`src/rtl/rr_sync_reg_arbiter.sv`:
```
// Round-robin arbiter feeding a single registered output channel.
// One pending requester is granted per accept cycle. Its data slice is captured
// into the output register, which holds it until valid/ready completes.
// The pointer names the highest-priority index and moves just past each winner.
module rr_sync_reg_arbiter #(
  parameter  int WIDTH = 10,
  parameter  int NREQ  = 4,
  localparam int IDW   = $clog2(NREQ)
) (
  input  logic                    clk_i,
  input  logic                    rst_i,
  input  logic [NREQ-1:0]         req_i,
  input  logic [NREQ*WIDTH-1:0]   data_i,
  output logic [NREQ-1:0]         gnt_o,
  output logic [WIDTH-1:0]        data_o,
  output logic [IDW-1:0]          src_o,
  output logic                    valid_o,
  input  logic                    ready_i
);

  logic [IDW-1:0]   ptr_r;
  logic [WIDTH-1:0] data_r;
  logic [IDW-1:0]   src_r;
  logic             valid_r;

  logic             accept_s;
  logic             found_s;
  logic [IDW-1:0]   winner_s;
  logic [NREQ-1:0]  onehot_s;
  logic [WIDTH-1:0] win_data_s;
  logic [IDW-1:0]   ptr_next_s;

  // Accept a new word when something is pending and the register is free or draining now.
  always_comb begin
    accept_s = (|req_i) && (!valid_r || ready_i);
  end

  // Scan from the pointer upward, wrapping explicitly at NREQ, and pick the first pending index.
  always_comb begin : arb_scan
    logic [IDW:0] idx_v;
    found_s  = 1'b0;
    winner_s = '0;
    idx_v    = '0;
    for (int k = 0; k < NREQ; k++) begin
      idx_v = {1'b0, ptr_r} + (IDW+1)'(k);
      if (idx_v >= (IDW+1)'(NREQ)) begin
        idx_v = idx_v - (IDW+1)'(NREQ);
      end else begin
        idx_v = idx_v;
      end
      if (!found_s && req_i[idx_v[IDW-1:0]]) begin
        found_s  = 1'b1;
        winner_s = idx_v[IDW-1:0];
      end else begin
        found_s  = found_s;
      end
    end
  end

  // Decode the winner into a one-hot vector and select its data slice.
  always_comb begin
    onehot_s   = '0;
    win_data_s = '0;
    for (int i = 0; i < NREQ; i++) begin
      if (winner_s == IDW'(i)) begin
        onehot_s[i] = 1'b1;
        win_data_s  = data_i[i*WIDTH +: WIDTH];
      end else begin
        onehot_s[i] = 1'b0;
      end
    end
  end

  // Next pointer sits just past the winner; the last index wraps back to zero.
  always_comb begin
    if (winner_s == IDW'(NREQ-1)) begin
      ptr_next_s = '0;
    end else begin
      ptr_next_s = winner_s + IDW'(1);
    end
  end

  // Grant is combinational from req/ready and is suppressed while reset is held.
  always_comb begin
    if (accept_s && found_s && !rst_i) begin
      gnt_o = onehot_s;
    end else begin
      gnt_o = '0;
    end
  end

  // Output register and pointer: capture on accept, clear valid on a pure drain, else hold.
  always_ff @(posedge clk_i) begin
    if (rst_i) begin
      data_r  <= '0;
      src_r   <= '0;
      valid_r <= 1'b0;
      ptr_r   <= '0;
    end else if (accept_s && found_s) begin
      data_r  <= win_data_s;
      src_r   <= winner_s;
      valid_r <= 1'b1;
      ptr_r   <= ptr_next_s;
    end else if (valid_r && ready_i) begin
      valid_r <= 1'b0;
    end else begin
      data_r  <= data_r;
      src_r   <= src_r;
      valid_r <= valid_r;
      ptr_r   <= ptr_r;
    end
  end

  assign data_o  = data_r;
  assign src_o   = src_r;
  assign valid_o = valid_r;

endmodule

```
`config.mk`:
```
export PLATFORM = sky130hd
export DESIGN_NAME = rr_sync_reg_arbiter
export DESIGN_NICKNAME = d
export VERILOG_FILES = /design/src/rtl/rr_sync_reg_arbiter.sv
export SDC_FILE = /design/constraint.sdc
export NUM_CORES = 1
export LEC_CHECK = 0
export CORE_MARGIN = 8
export CORE_UTILIZATION = 37
export CTS_CLUSTER_DIAMETER = 120
export DETAILED_ROUTE_END_ITERATION = 8
export PLACE_DENSITY = 0.8
export REMOVE_ABC_BUFFERS = 1
export SYNTH_ARGS = -nofsm -noshare
export SYNTH_HDL_FRONTEND = slang
export SYNTH_SLANG_ARGS = --single-unit
```
`constraint.sdc`:
```
create_clock -name clk_i -period 3 [get_ports clk_i]
set_clock_uncertainty 0.05 [all_clocks]
set_input_delay 0.75 -clock clk_i [delete_from_list [all_inputs] [get_ports clk_i]]
set_output_delay 0.75 -clock clk_i [all_outputs]
set_load 0.05 [all_outputs]
```
# --- After elaboration in Yosys (flattened, before gate mapping) ---
# Index checks and enable logic that the tools add are counted.
word_totals:
  mem_count: 0
  rom_bits: 0
  latch_bits: 0
  mem_bits_rw: 0
  inputBits: 47
  word_cells: 71
  output_inout_bits: 17
  register_bits: 15
op_classes:
  n_addsub: 8
  n_reduce_logical: 16
  magnitude_cmp: 8
  eq_ne: 3
  n_mux: 32
  shifts: 0
  bitwise: 0
  div: 0
  n_mul: 0
op_table:
  columns: ["op", "count"]
  rows:
  - ["$mux 10", 4]
  - ["$mux 2", 9]
  - ["$mux 1", 14]
  - ["$lt 2x3->1 const B", 4]
  - ["$ge 3x3->1 const B", 3]
  - ["$bmux 1 s2", 4]
  - ["$sub 2x1->2 const B", 4]
  - ["$logic_and 1x1->1", 7]
  - ["$add 2x2->3 const B", 2]
  - ["$logic_not 1->1", 5]
  - ["$eq 2x2->1 const B", 2]
  - ["$mux 4", 1]
  - ["$reduce_or 4->1", 1]
  - ["$add 2x1->3 const B", 1]
  - ["$ge 2x3->1 const B", 1]
  - ["$add 2x1->2 const B", 1]
  - ["$eq 2x1->1 const B", 1]
  - ["$logic_not 2->1", 1]
  - ["$reduce_bool 2->1", 1]
  - ["$logic_or 1x1->1", 1]

# --- Longest topological paths before layout ---
# Gate-level depths: netlist (run 1).
depth:
  depth_word: 19
  depth_mapped: 10
  depth_no_buf: 9

# --- Least setup slack after synthesis (run 1) ---
# OpenSTA, ideal clock, no wires.
synth_path:
  kind: "input to output"
  start: "input port req_i[2]"
  end: "output port gnt_o[3]"
  path_stages: 6
  arrival_ns: 2.170
  required_ns: 2.200
  n_path_buf: 1
  setup_slack_ns: 0.030
  path_cell_list: "mux2i_1 nor2_1 nor3_1 ha_1 clkbuf_1 and2_1"
synth_between:
  elab_chain_len: 15
  elab_cells_between_ends: 29
  classes_between: "eq/ne (1); mux (18); reduce/logical (10)"
synth_rtl:
  columns: ["item", "line", "rtl"]
  rows:
  - ["start: declaration", "12", "input logic [NREQ-1:0] req_i,"]
  - ["$bmux 1 s2", "51", "if (!found_s && req_i[idx_v[IDW-1:0]]) begin"]
  - ["$mux 1 (not written as such)", "51", null]
  - ["$mux 1", "51", null]
  - ["$logic_not 1->1", "51", null]
  - ["$logic_and 1x1->1", "51", null]
  - ["$mux 1", "51", null]
  - ["$logic_not 1->1", "51", null]
  - ["$logic_and 1x1->1", "51", null]
  - ["$mux 1", "51", null]
  - ["$logic_not 1->1", "51", null]
  - ["$logic_and 1x1->1", "51", null]
  - ["$mux 2 (*)", "51", null]
  - ["net winner_s[0]", "28", "logic [IDW-1:0] winner_s;"]
  - ["$eq 2x2->1 (*)", "65", "if (winner_s == IDW'(i)) begin"]
  - ["$mux 1 (*)", "65", null]
  - ["$mux 4 (*)", "85", "if (accept_s && found_s && !rst_i) begin"]
  - ["end: declaration", "14", "output logic [NREQ-1:0] gnt_o,"]
# The timed path passes the listed nets; every way through them passes the cells marked *. The select of a mux whose other input is x is not followed.

# --- Worst setup path in the final report (run 1) ---
layout_path:
  start: "input port req_i[1]"
  end: "output port gnt_o[1]"
layout_between:
  elab_chain_len: 15
  elab_cells_between_ends: 29
  classes_between: "eq/ne (1); mux (18); reduce/logical (10)"
layout_rtl:
  columns: ["item", "line"]
  rows:
  - ["$bmux 1 s2", "51"]
  - ["$mux 1 (not written as such)", "51"]
  - ["$mux 1", "51"]
  - ["$logic_not 1->1", "51"]
  - ["$logic_and 1x1->1", "51"]
  - ["$mux 1", "51"]
  - ["$logic_not 1->1", "51"]
  - ["$logic_and 1x1->1", "51"]
  - ["$mux 1", "51"]
  - ["$logic_not 1->1", "51"]
  - ["$logic_and 1x1->1", "51"]
  - ["$mux 2 / $mux 1 (equally long branches)", "51"]
  - ["$eq 2x1->1 / $logic_and 1x1->1 (equally long branches)", "65, 85"]
  - ["$mux 1 / $logic_and 1x1->1 (equally long branches)", "65, 85"]
  - ["$mux 4 (*)", "85"]
# Mark *: on every way between the ends. The rest lies on a longest branch, timed or not. The select of a mux whose other input is x is not followed.

==> results of run 1 <==
## layout make-up
| class | instances | area, sq um |
|---|---|---|
| fill | 243 | 881 |
| clock buffer | 4 | 26.3 |
| timing repair buffer | 78 | 774 |
| tap | 31 | 38.8 |
| inverter | 14 | 52.6 |
| multi-input combinational | 95 | 661 |
| sequential | 15 | 300 |
## registers in the layout, indices dropped and copies added, names as in the netlist
name	flops
src_o	2
data_o	10
ptr_r	2
valid_o	1
## cell usage in the layout, fill, tap and decap left out, types with 6 or more instances in the layout
cell              n
clkdlybuf4s50_1  55
a21oi_1          16
dfxtp_1          15
buf_4            15
inv_1            14
nor2_1           12
nand3b_1         11
a221oi_1         10
a211oi_1         10
nor3_2            6
## cells by family (layout without fill, tap and decap cells)
group,Yosys count,after routing
fa+ha+maj,4,4
simple gates,48,48
compound gates,42,42
flops,15,15
mux,1,1
buf+inv,25,96
## worst max-delay path, delay by kind of cell
family	cells	cell delay, ns
AO/OA/AOI/OAI	2	0.24
adder cells (fa/ha/maj)	1	0.18
AND/OR/NAND/NOR	1	0.17
buffers and inverters	4	0.73
## path summary, 6_finish.rpt
check,from,end,cells past startpoint
max,req_i[1],gnt_o[1],8
min,src_o[0],src_o[0],2
max reg2reg,ptr_r[1],data_o[7],10
min reg2reg,src_o[0],src_o[0],2
## repair_timing
action	4_1_cts	5_1_grt
buffers inserted	0	0
gates resized for setup	8	2
endpoints found under the setup margin	4	2
pin swaps	1	0
## cells in the mapped netlist
cell type / count / area (sq um)
a211oi_1: 10 / 75.1
buf_2: 3 / 15.0
nor3_2: 5 / 50.1
nand2b_1: 1 / 6.26
o21a_1: 1 / 7.51
and2_1: 4 / 25.0
nand3b_1: 11 / 82.6
dfxtp_1: 15 / 300
a21o_4: 1 / 15.0
a21oi_1: 17 / 85.1
or4_4: 1 / 11.3
nor4_2: 1 / 12.5
o22ai_1: 1 / 6.26
o31ai_1: 1 / 7.51
mux2i_1: 1 / 10.0
a221oi_1: 10 / 87.6
nor3_1: 6 / 30.0
inv_1: 14 / 52.6
buf_6: 1 / 11.3
nor2_1: 13 / 48.8
and2_4: 1 / 8.76
nand2_1: 5 / 18.8
a21oi_2: 1 / 8.76
clkbuf_1: 7 / 26.3
ha_1: 4 / 50.1
## per-stage QoR
stage / hold slack (ns) / std cells / power (mW) / utilization [%]
3_5_place_dp: 0.408 / 233 / 0.733 / 66.6
4_1_cts: 0.421 / 237 / 0.855 / 67.9
5_1_grt: 0.433 / 237 / 0.898 / 67.8
3_3_place_gp: 0.407 / 233 / 0.717 / 66.6
6_report: 0.422 / 237 / 0.850 / 67.8
2_1_floorplan: 0.438 / 124 / 0.523 / -
## layer usage
| metal | vias to the layer above | GRT usage, % | routed length [um] |
|---|---|---|---|
| met4 | 0 | 3.87 | 42 |
| li1 | 629 | - | - |
| met3 | 6 | 4.29 | 171 |
| met5 | - | 0 | 0 |
| met1 | 594 | 18.1 | 1720 |
| met2 | 43 | 29.6 | 2080 |
## power by group
group          switching [mW]  internal [mW]  total [mW]
sequential             0.0182          0.228       0.246
combinational           0.264          0.220       0.484
clock                  0.0684         0.0518       0.120
==> flow_metrics.env, run 1 <==
export IMPL_yosysUniqueCellTypes=25
export IMPL_dp_final_hpwl_um=3190
export IMPL_io_pins=64
export IMPL_path_max_fanout=3
export IMPL_synth_warnings=0
export IMPL_status="finished clean"
export IMPL_hp_class="reg -> reg"
export IMPL_cts_tree="built"
export IMPL_drtPass1Iterations=4
export IMPL_fin_area_sq_um=1850
export IMPL_path_class="in -> out"
export IMPL_worstSetupEndpointType="primary output"
export IMPL_synthMuxAreaShare_pct=0.951
export IMPL_yosys_area_share_adder_pct=4.76
export IMPL_synth_top_family_by_area="simple AND/OR/NAND/NOR gates"
export IMPL_worstSetupStartpointType="primary input"
export IMPL_clk_latency_ns=0.29
export IMPL_cts_clk_slew_worst_paths_ns=0.09
export IMPL_chipHeight_um=69.3
export IMPL_gp_congestion=0.867
export IMPL_drive_above_1_share_pct=18.0
export IMPL_cp_arrival_ns=2.08
export IMPL_hold_viol_final=0
export IMPL_worst_slack_ns=0.125
export IMPL_peakVddDrop_v=0.000380
export IMPL_drt_drc_violations_left=0
export IMPL_start_util_pct=38.5
export IMPL_vias_per_cell=5.37
export IMPL_hold_buffers=0
export IMPL_rsz0062_at_grt="false"
export IMPL_synth_seq_cells=15
export IMPL_crit_chain="dlygate4sd2_1, buf_4, a21oi_1, o22ai_1, buf_4, ha_1, and2_1, buf_12"
export IMPL_synth_area_sq_um=1050
export IMPL_cp_slowest_cell="dlygate4sd2_1"
export IMPL_clock_path_buffers=2
export IMPL_grt_usage_pct=16.2
export IMPL_h_tree_depth=1
export IMPL_cts_sinks=15
export IMPL_synth_compound_area_share_pct=27.8
export IMPL_slew_headroom_pct=36.5
export IMPL_cp_slowest_stage_delay_ns=0.27
export IMPL_fmax_mhz=348
export IMPL_p_leak_nw=0.753
export IMPL_first_global_vias=1303
export IMPL_wirelength_um=4020
export IMPL_setup_viol=0
export IMPL_place_ws_ns=-0.218
export IMPL_antenna_found_initial=0
export IMPL_timing_final_crit_share_pct=95.8
export IMPL_yosysSeqAreaShare_pct=28.5
export IMPL_tightest_slew_ns=0.952
export IMPL_die_x_um=69.3
export IMPL_p_per_area_nw_per_um2=459
export IMPL_rows=19
export IMPL_rrSetupSlack_ns=0.73
export IMPL_dpl_cell_area_sq_um=1820
export IMPL_critPathRequiredTime_ns=2.20
export IMPL_route_vias_total=1272
export IMPL_tns_ns=0
export IMPL_drv_slew=0
export IMPL_io_buffer_count=63
export IMPL_antenna_left=0
export IMPL_nNetsFinal=258
export IMPL_grt_pass1_wl_um=6560
export IMPL_dr_first_iter_drc_count=41
export IMPL_die_area_sq_um=4810
export IMPL_worst_path_most_repeated_cell="buf_4"
export IMPL_core_area_sq_um=2730
export IMPL_synth_xor_area_share_pct=0
export IMPL_synthSimpleGateAreaFrac_pct=27.9
export IMPL_wire_per_inst_um=17.0
export IMPL_numCtsBuffers=3
export IMPL_grt_max_degree=21
export IMPL_syn_avg_cell_area_sq_um=7.79
export IMPL_drv_cap=0
export IMPL_grt_overflow=0
export IMPL_finalCriticalPeriod_ns=2.88
export IMPL_cts_root_buf="clkbuf_4"
export IMPL_syn2layout_area_growth_pct=76.1
export IMPL_antennaDiodeCount=0
export IMPL_synthCells=135
No activity file was read; power rests on OpenSTA's default activity.
==> inputs of run 2 (changes only) <==
Settings changed: CTS_CLUSTER_DIAMETER 120 to default, SETUP_SLACK_MARGIN from default to 0.2.
==> run 2 against run 1 <==
Effect of this change:
- worst setup slack better by 0.11 ns
- largest cell class unchanged
- die area unchanged
- largest power group unchanged
- hold slack better by 0.0019 ns
- wire length grew 0.70%
- critical path type unchanged
- core utilization up 1.1 points
- highest routed layer unchanged
==> flow_metrics.env, run 2 (synthesis results as in run 1) <==
export IMPL_status="finished clean"
export IMPL_clk_latency_ns=0.29
export IMPL_use_met2_pct=29.5
export IMPL_cts_clk_slew_worst_paths_ns=0.09
export IMPL_finalCriticalPeriod_ns=2.77
export IMPL_cts_tree="built"
export IMPL_worstSetupEndpointType="primary output"
export IMPL_wire_per_inst_um=17.1
export IMPL_worstSetupStartpointType="primary input"
export IMPL_use_met3_pct=4.29
export IMPL_path_max_fanout=3
export IMPL_wirelength_um=4050
export IMPL_antennaDiodeCount=0
export IMPL_hold_viol_final=0
export IMPL_critPathRequiredTime_ns=2.20
export IMPL_die_area_sq_um=4810
export IMPL_path_class="in -> out"
export IMPL_hp_start="src_o[0]"
export IMPL_rows=19
export IMPL_place_ws_ns=-0.218
export IMPL_route_vias_total=1283
export IMPL_layout_common_cells="clkdlybuf4s50_1 (55), a21oi_1 (15), dfxtp_1 (15), buf_4 (15), inv_1 (14)"
export IMPL_final_core_util_pct=68.9
export IMPL_grtUsageMet1_pct=18.2
export IMPL_hp_class="reg -> reg"
export IMPL_die_x_um=69.3
export IMPL_grt_usage_pct=16.3
export IMPL_hold_end="src_o[0]"
export IMPL_rsz0062_at_grt="false"
export IMPL_start_util_pct=38.5
export IMPL_slew_headroom_pct=36.8
export IMPL_numCtsBuffers=3
export IMPL_antenna_left=0
export IMPL_dp_final_hpwl_um=3190
export IMPL_busiest_layer="met2"
export IMPL_drtPass1Iterations=6
export IMPL_timing_final_crit_share_pct=92.2
export IMPL_grt_overflow=0
export IMPL_clock_path_buffers=2
export IMPL_io_buffer_count=63
export IMPL_drive_above_1_share_pct=22.8
export IMPL_h_tree_depth=1
export IMPL_critPathLaunch="req_i[3]"
export IMPL_r2r_cells=10
export IMPL_hold_buffers=0
export IMPL_dr_first_iter_drc_count=57
export IMPL_peakVddDrop_v=0.000387
export IMPL_p_leak_nw=0.757
export IMPL_nNetsFinal=258
export IMPL_worst_slack_ns=0.235
export IMPL_io_pins=64
export IMPL_tns_ns=0
export IMPL_grt_pass1_wl_um=6560
export IMPL_grt_max_degree=21
export IMPL_fmax_mhz=362
export IMPL_tightest_slew_ns=0.948
export IMPL_p_per_area_nw_per_um2=456
export IMPL_antenna_found_initial=0
export IMPL_r2r_start="ptr_r[1]"
export IMPL_reg2reg_to="data_o[7]"
export IMPL_setup_viol=0
export IMPL_rrSetupSlack_ns=0.63
export IMPL_cts_root_buf="clkbuf_4"
export IMPL_cts_sinks=15
export IMPL_mostFrequentLayoutCell="clkdlybuf4s50_1"
export IMPL_core_area_sq_um=2730
export IMPL_drv_slew=0
export IMPL_drv_cap=0
export IMPL_syn2layout_area_growth_pct=79.1
export IMPL_drt_drc_violations_left=0
export IMPL_min_path_cells=2
export IMPL_vias_per_cell=5.41
export IMPL_post_cts_buffers=0
export IMPL_chipHeight_um=69.3
export IMPL_cp_arrival_ns=1.97
export IMPL_first_global_vias=1308
export IMPL_largest_reg_flops=10
export IMPL_gp_congestion=0.867
[run 2: metrics by stage]
step	std cells	hold WS, ns	power (mW)	cell area (sq um)
after floorplan	124	0.438	0.523	1000
after global placement	233	0.407	0.717	1820
after detailed placement	233	0.408	0.733	1820
after CTS	237	0.421	0.862	1890
after global routing	237	0.433	0.907	1880
final	237	0.423	0.859	1880
[run 2: worst max-delay path, cell delays in order]
cell	delay, ns
dlygate4sd2_1	0.27
buf_4	0.16
o22ai_2	0.18
buf_4	0.15
ha_2	0.17
and2_4	0.15
buf_12	0.13
[run 2: final cells by class]
type,instances,area (sq um)
inverters,14,52.6
multi-input cells,95,699
well taps,31,38.8
fillers,235,850
flip-flops and latches,15,300
clock buffers,4,26.3
repair buffers,78,767
[run 2: timing repair]
action	4_1_cts	5_1_grt
endpoints found under the hold margin	0	0
pin swaps	2	1
setup endpoints to repair	7	4
resized for setup	20	5
[run 2: worst max path at each step]
stage | slack [ns] | cells after the start | end
2_1_floorplan | -0.03 | 5 | gnt_o[3]
3_3_place_gp | -0.13 | 8 | gnt_o[3]
3_5_place_dp | -0.22 | 8 | gnt_o[2]
4_1_cts | 0.20 | 8 | gnt_o[0]
5_1_grt | 0.20 | 7 | gnt_o[0]
6_report | 0.23 | 7 | gnt_o[0]
[run 2: report_power, final]
group	internal, mW	switching, mW
combinational	0.225	0.268
clock	0.0518	0.0677
sequential	0.228	0.0187
[run 2: layer usage]
layer / part of all wire (%) / routed length [um] / vias to the layer above
li1: - / - / 627
met1: 43 / 1750 / 604
met2: 51 / 2080 / 46
met3: 4.6 / 185 / 6
met4: 0.89 / 36 / 0
met5: 0 / 0 / -
